$ cat config.mk
export PLATFORM = sky130hd
export DESIGN_NAME = regfile_wb_arbiter
export DESIGN_NICKNAME = d
export VERILOG_FILES = /design/src/rtl/regfile_wb_arbiter.sv
export SDC_FILE = /design/constraint.sdc
export NUM_CORES = 1
export LEC_CHECK = 0
export ABC_AREA = 1
export CORE_MARGIN = 4
export CORE_UTILIZATION = 40
export CTS_BUF_LIST = sky130_fd_sc_hd__clkbuf_4 sky130_fd_sc_hd__clkbuf_8 sky130_fd_sc_hd__clkbuf_16
export DETAILED_ROUTE_END_ITERATION = 10
export PLACE_DENSITY = 0.81
export SYNTH_ARGS = -nofsm -noshare
export SYNTH_HDL_FRONTEND = slang
export SYNTH_SLANG_ARGS = --single-unit
$ cat constraint.sdc
create_clock -name clk -period 2.15 [get_ports clk]
set_clock_uncertainty 0.1 [all_clocks]
set_input_delay 0.43 -clock clk [delete_from_list [all_inputs] [get_ports clk]]
set_output_delay 0.43 -clock clk [all_outputs]
set_load 0.01 [all_outputs]
$ cat src/rtl/regfile_wb_arbiter.sv
// Round-robin arbiter sharing the register file write port among ALU, load and JAL
// writeback sources, with a destination-register scoreboard for decode hazard detection.
module regfile_wb_arbiter #(
  parameter int DW       = 32,
  parameter int AW       = 5,
  parameter int LINK_REG = 31
) (
  input  logic          clk,
  input  logic          rst_n,
  input  logic          alu_valid,
  output logic          alu_ready,
  input  logic [AW-1:0] alu_rd,
  input  logic [DW-1:0] alu_wd,
  input  logic          mem_valid,
  output logic          mem_ready,
  input  logic [AW-1:0] mem_rd,
  input  logic [DW-1:0] mem_wd,
  input  logic          jal_valid,
  output logic          jal_ready,
  input  logic [DW-1:0] jal_wd,
  input  logic          rsv_en,
  input  logic [AW-1:0] rsv_rd,
  input  logic [AW-1:0] rs,
  input  logic [AW-1:0] rt,
  output logic          hz_a,
  output logic          hz_b,
  output logic          rf_we,
  output logic [AW-1:0] rf_rd,
  output logic [DW-1:0] rf_wd
);

  // state   | meaning
  // PTR_ALU | search order ALU, MEM, JAL
  // PTR_MEM | search order MEM, JAL, ALU
  // PTR_JAL | search order JAL, ALU, MEM
  typedef enum logic [1:0] {
    PTR_ALU = 2'd0,
    PTR_MEM = 2'd1,
    PTR_JAL = 2'd2
  } ptr_t;

  localparam logic [AW-1:0] LINK = AW'(LINK_REG);

  ptr_t             ptr, ptr_next;
  logic [2**AW-1:0] sb, sb_next;
  logic             grant_alu, grant_mem, grant_jal;
  logic             fire;
  logic [AW-1:0]    win_rd;
  logic [DW-1:0]    win_wd;

  always_ff @(posedge clk or negedge rst_n) begin
    if (!rst_n) ptr <= PTR_ALU;
    else        ptr <= ptr_next;
  end

  always_comb begin
    grant_alu = 1'b0;
    grant_mem = 1'b0;
    grant_jal = 1'b0;
    ptr_next  = ptr;
    case (ptr)
      PTR_MEM: begin
        if (mem_valid)      grant_mem = 1'b1;
        else if (jal_valid) grant_jal = 1'b1;
        else if (alu_valid) grant_alu = 1'b1;
      end
      PTR_JAL: begin
        if (jal_valid)      grant_jal = 1'b1;
        else if (alu_valid) grant_alu = 1'b1;
        else if (mem_valid) grant_mem = 1'b1;
      end
      default: begin
        if (alu_valid)      grant_alu = 1'b1;
        else if (mem_valid) grant_mem = 1'b1;
        else if (jal_valid) grant_jal = 1'b1;
      end
    endcase
    if (grant_alu) ptr_next = PTR_MEM;
    if (grant_mem) ptr_next = PTR_JAL;
    if (grant_jal) ptr_next = PTR_ALU;
  end

  // readies are forced low while reset is asserted, independent of the clock
  assign alu_ready = grant_alu & rst_n;
  assign mem_ready = grant_mem & rst_n;
  assign jal_ready = grant_jal & rst_n;
  assign fire      = grant_alu | grant_mem | grant_jal;

  always_comb begin
    win_rd = alu_rd;
    win_wd = alu_wd;
    if (grant_mem) begin
      win_rd = mem_rd;
      win_wd = mem_wd;
    end
    if (grant_jal) begin
      win_rd = LINK;
      win_wd = jal_wd;
    end
  end

  always_ff @(posedge clk or negedge rst_n) begin
    if (!rst_n) begin
      rf_we <= 1'b0;
      rf_rd <= '0;
      rf_wd <= '0;
    end else if (fire) begin
      rf_we <= (win_rd != '0);
      rf_rd <= win_rd;
      rf_wd <= win_wd;
    end else begin
      rf_we <= 1'b0;
    end
  end

  // clear before set so a same-edge reservation of the retiring register survives
  always_comb begin
    sb_next = sb;
    if (fire) sb_next[win_rd] = 1'b0;
    if (rsv_en && (rsv_rd != '0)) sb_next[rsv_rd] = 1'b1;
    sb_next[0] = 1'b0;
  end

  always_ff @(posedge clk or negedge rst_n) begin
    if (!rst_n) sb <= '0;
    else        sb <= sb_next;
  end

  assign hz_a = (rs != '0) & sb[rs];
  assign hz_b = (rt != '0) & sb[rt];

endmodule
Yosys cells after proc, flatten, opt, wreduce, memory -nomap -nowiden
Cells that the tools add are included.
- bits in registers: 71
- output and inout port bits: 43
- input port bits: 127
- logic and storage cells: 61
- mux-type cells: 30
- equality and inequality tests: 2
- magnitude comparators: 6
- bitwise logic cells: 10
- reduce and logical (&&, ||, !) cells: 8
- operator list (cell ; number):
    two-way mux 32 bit ; 4
    bitwise AND 32 bit ; 1
    NOT 32 bit ; 1
    bitwise OR 32 bit ; 1
    less-than comparator 5 x 6 -> 1 bit (second input constant) ; 4
    nonzero test 5 bit ; 4
    two-way mux 1 bit ; 14
    binary-select mux 1 bit (select 5 bit) ; 2
    demux 1 bit (select 5 bit) ; 2
    greater-or-equal comparator 5 x 1 -> 1 bit (second input constant) ; 2
    two-way mux 5 bit ; 2
    two-way mux 2 bit ; 3
    case mux 1 bit (2 select lines) ; 3
    bitwise AND 1 bit ; 5
    logical AND 1 bit ; 3
    nonzero test 3 bit ; 1
    equality test 2 x 1 -> 1 bit (second input constant) ; 1
    equality test 2 bit (second input constant) ; 1
    bitwise OR 1 bit ; 2

Logic depth before layout (Yosys ltp)
- depth after elaboration: 15
- gate-level depth with buffers: 15
- gate-level depth less buffers: 15

Worst setup path before layout
Ideal clock, no wire load.
- path kind: flip-flop to flip-flop
- from: reg ptr[0]
- to: reg sb[4]
- required time: 1.934 ns
- path buffers: 1
- setup time: 0.116 ns
- clock period less this slack: 2.009 ns
- stages on the path, launching flop included: 16
- slack: 0.141 ns
- arrival time: 1.792 ns
- cells stage by stage: dfrtp_1 -> inv_1 -> ha_1 -> inv_1 -> nand2_1 -> nand2_1 -> nand2_2 -> nand2_2 -> buf_4 -> nand2_1 -> nand3_2 -> inv_1 -> nor2_2 -> nand2_1 -> nand2_1 -> nand2_1
- cells in the longest elaborated chain, start to end: 13
- elaborated cells on any way between the ends: 19
- those cells by class: order compare: 2; eq/ne: 2; mux: 9; bitwise: 5; reduce/logical: 1
- ends and longest elaborated chain (item ; line ; text):
    start: declaration ; 44 ; ptr_t ptr, ptr_next;
    start signal: assignment ; 53 ; else ptr <= ptr_next;
    equality test 2 bit or equality test 2 x 1 -> 1 bit (tied branches) ; 61 ; case (ptr)
    case mux 1 bit (2 select lines) ; 61 ;
    two-way mux 5 bit ; 92 ; if (grant_mem) begin
    two-way mux 5 bit ; 96 ; if (grant_jal) begin
    less-than comparator 5 x 6 -> 1 bit (implied by the code) or greater-or-equal comparator 5 x 1 -> 1 bit (tied branches) ; 119 ; if (fire) sb_next[win_rd] = 1'b0;
    logical AND 1 bit (implied by the code) ; 119 ;
    two-way mux 1 bit (implied by the code) ; 119 ;
    demux 1 bit (select 5 bit) ; 119 ;
    NOT 32 bit (no source line) ; - ;
    bitwise AND 32 bit (no source line) ; - ;
    two-way mux 32 bit (*) ; 119 ;
    bitwise OR 32 bit (no source line) ; - ;
    two-way mux 32 bit (*) ; 120 ; if (rsv_en && (rsv_rd != '0)) sb_next[rsv_rd] = 1'b1;
    named net sb_next[4] ; 45 ; logic [2**AW-1:0] sb, sb_next;
    end signal: assignment ; 126 ; else sb <= sb_next;
    end: declaration ; 45 ;
Mark *: on every way through the listed nets, which the timed path passes. The rest lies on a longest branch.
A chain may end at the register's enable or synchronous reset.

Worst setup path after layout
- from: reg ptr[1]
- to: reg rf_wd[13]
- cells in the longest elaborated chain, start to end: 4
- elaborated cells on any way between the ends: 9
- those cells by class: eq/ne: 2; mux: 5; bitwise: 2
- ends and longest elaborated chain (item ; line ; text):
    equality test 2 bit or equality test 2 x 1 -> 1 bit (tied branches) ; 61 ;
    case mux 1 bit (2 select lines) ; 61 ;
    two-way mux 32 bit or bitwise OR 1 bit (tied branches) ; 92, 87 ;
    two-way mux 32 bit or bitwise OR 1 bit (tied branches) ; 96, 87 ;
    end signal: assignment ; 110 ; rf_wd <= win_wd;
    end: declaration ; 29 ; output logic [DW-1:0] rf_wd
Several ways; a longest one is shown, not always the timed one.

==> results.txt <==
Counting both buffers and inverters, the worst setup path holds a total of 4. The portion of total power attributed to the clock network is 12.2%. The multi-input combinational cells in the finished layout cover a total of 0.002605 mm^2.

The fmax is 435.8 MHz, and the slew at the pin closest to its max-slew limit is 0.8992 ns. The final wirelength was 18810 um; the overflow left after global routing was 0. The required time at the worst-slack endpoint came out at 2.32 ns.

For the global placer's final weighted congestion, the log shows 0.8848. Length of the first detailed-routing pass in iterations: 7. Fill cells in the final layout number 712.

Net switching is 43.54% of the power. The starting utilization of the core area is 40.87%, and the cell-internal power is 0.006103 W. 170 I/O pins were placed. The run gives 0 as the count of synthesis-stage warnings from yosys. The end of the critical path is rf_wd[13]. The floorplan step defined a die boundary enclosing 0.01220 mm^2.

The leakage power is 3.422 nW, and the layout-stage area growth over the synthesis result is 80.01%. The CTS buffer count was 9; the mean number of vias per cell was 5.430. The run gives 42.30% as the sequential share of the synthesized area. The most common cell after layout, fill and taps aside was nand2_1. Counting stages on the worst path, the most repeated cell is nand2_4.

The slowest stage of the critical path is the dfrtp_1 cell. The logs give 2.46 ns for the critical path arrival and 0.35 ns for the clock latency on the worst-skew pair. Synthesis-stage register bit count: 71. Summing all flip-flop and latch instances after layout gives 0.001777 mm^2.

The number of placed instances, taps included, is 954. The total area inside the core boundary comes to 0.01028 mm^2. Entering global routing, the biggest net connects 72 pins. The count of clock tree sinks came out at 71. For the number of levels the H-tree was split into, the log shows 3. The cell depth of the worst flop-to-flop path came out at 12.

The tightest min-delay check is of the input port to asynchronous set/reset pin type. Max-cap violations in this run came to 0. The number of cells on the critical path was 12.

The count of antenna-violating nets left after detailed routing was 0. The run gives 0 as the max-slew violation count. The startpoint identified for the worst register-to-register timing path is ptr[1]. From bottom edge to top edge, the die measures 110.5 um.

The run gives 0.006581 mm^2 as the standard cell area after detailed placement. The final clock period utilization by the worst path works out to 106.7%. The logs give 0.007561 mm^2 for the post-route cell area and 0 for the number of DRC violations after detailed routing.

Category of the worst setup path launch point: a flip-flop. In this run the horizontal extent of the chip is 110.5 um. The number of standard cells in the final layout excluding fillers is 989. The number of buffers on the longest clock path was 2.

Largest delay contributor family on the critical path: simple AND/OR/NAND/NOR gates. The count of endpoints failing setup in the final report is 62, and the instance count of the mapped netlist is 598. The logs give 0 for the final hold violation count and 63.9% for the share of power burned in combinational logic. The tools report the worst hold margin as 0.1799 ns. Worst-case headroom to the max-slew limit: 40.06%. Timing analysis after detailed placement gives a worst setup slack of -0.6603 ns.

For the net switching power figure, the log shows 0.004707 W. In the final routed layout, each cell accounts on average for 19.02 um. The tools report the via count of the first global-routing pass as 5285.

After the last flow step, the layout net total stands at 977. The run gives 0 as the initial antenna violation count. The top cell types in the final layout, fill and taps aside, are nand2_1, clkdlybuf4s50_1, dfrtp_1.

In this run the critical register-to-register path is captured at rf_wd[13]. For the post-detailed-placement half-perimeter wirelength, the log shows 12900 um. Overall power after layout: 0.01081 W. Traced cell by cell, the critical path runs through ha_4 -> inv_6 -> nand2_4 -> nand2_4 -> nand2_4 -> nand2_4 -> buf_6 -> buf_6 -> nor2_4 -> buf_12 -> nand2_1 -> a41oi_2. The worst setup path is captured at a flip-flop. The run finished, with violations left.

Setup repair after global routing could not meet its margin everywhere. TritonCTS built the clock tree. The number of antenna diodes was 0; the minimum setup slack in the final design was -0.1446 ns. IR analysis of the VDD net gives a maximum drop of 788.0 uV. The final reports fail on setup timing. After clock tree synthesis, the clock-pin slew on the worst setup and hold paths is 0.08 ns. The final critical path time including I/O delays and setup is 2.295 ns, and the fraction of final layout cells with drive strength greater than 1 is 25.67%.

Across all layers, the routed design uses 5370 vias. The detailed router finished its first iteration with 353 violations. The run gives -0.14 ns as the register-to-register setup slack. The all-layer global routing usage came out at 26.40%. The run gives 0.004200 mm^2 as the netlist area before placement. The logs give 26230 um for the wire length of the first global-routing pass and 727 for the number of nets produced by synthesis. After synthesis, the netlist uses 25 different library cells. The launch point of the critical path is ptr[1]. Port buffering added 169 buffers.

For this run, the slowest stage of the critical path takes 0.44 ns. The type of the setup path with the least slack is flip-flop to flip-flop. Maximum fanout along the worst path: 8. The clock tree root buffer cell was clkbuf_8.

In this run the power density over the cells is 1430 mW/mm^2. Registers are responsible for 23.9% of the overall power. A synthesized cell averages 7.024 um^2. The tools report the row count as 37.
## cells by family after synthesis
group | after synthesis | share of synthesized area [%]
adder cells (fa/ha/maj) | 2 | 0.5957
flip-flops | 71 | 42.30
AND/OR/NAND/NOR | 349 | 34.44
AO/OA/AOI/OAI | 106 | 15.85
buffers and inverters | 70 | 6.821
## how the worst min path moves through the flow
stage / startpoint / to / slack (ns) / cells after the start
6_report: rst_n / sb[2] / 0.18 / 2
5_1_grt: rst_n / rf_we / 0.26 / 2
4_1_cts: rst_n / rf_we / 0.23 / 2
3_5_place_dp: sb[1] / sb[1] / 0.36 / 2
3_3_place_gp: sb[17] / sb[17] / 0.36 / 2
2_1_floorplan: rst_n / ptr[0] / 0.03 / 0
## registers in the layout, summed over array words and instances, names as in the netlist
name,cells
rf_wd,32
sb,31
rf_rd,5
ptr,2
rf_we,1
## worst reg2reg max path, delay by kind of cell (launching register included)
kind                       cells  cell delay (ns)
adders and majority gates      1             0.33
AOI/OAI and AO/OA              1             0.17
buffers and inverters          4             0.49
DFF                            1             0.44
and+or+nand+nor                6             0.66
## synth_stat cells (all sizes together)
cell    count  share of area (%)
buf        11                1.5
nand3b      2               0.36
a41oi      15                3.1
a22oi      14                2.5
nor2       47                4.6
ha          2               0.60
o22ai       1               0.15
clkbuf     13                1.2
a31oi       8                1.2
a21oi      17                2.0
o211ai      6                1.1
inv        46                4.1
o21ai      40                4.8
dfrtp      71                 42
nor3       10                1.2
o221ai      4               0.83
nand2     235                 21
nand3      55                6.8
o31ai       1               0.18
## per-layer routing
metal,routed length (um),GRT usage [%],vias to the layer above
met5,0,0,-
met2,9415,45.75,303
met3,1337,6.027,81
met1,6952,31.26,2498
li1,-,-,2488
met4,1101,11.33,0
## power by group through the flow
stage	clock, W	combinational [W]	sequential, W
floorplan	0	0.00241	0.00256
global placement	0	0.00514	0.00253
detailed placement	0	0.00525	0.00254
CTS	0.00132	0.00544	0.00254
global route	0.00140	0.00735	0.00265
finish	0.00132	0.00691	0.00258
## cell type report
class / count / share of cell area, %
Multi-Input combinational cell: 457 / 34.45
Timing Repair Buffer: 263 / 34.11
Clock inverter: 6 / 1.423
Sequential cell: 71 / 23.50
Inverter: 46 / 2.449
Tap cell: 136 / 2.251
Clock buffer: 10 / 1.820
## repair_timing
action / in CTS / in global routing
buffers inserted: 3 / 11
gates resized for setup: 61 / 124
endpoints found under the setup margin: 63 / 75
gates cloned: 1 / 4
hold buffers: 0 / 0
pin swaps: 14 / 44
## stage by stage
step	util (%)	TNS [ns]
finish	73.57	-3.416
global placement	64.04	-16.54
CTS	67.21	-0.06147
floorplan	-	0
detailed placement	64.04	-20.55
global route	73.57	-7.867
Note: power is estimated with default switching activity, not from simulation.
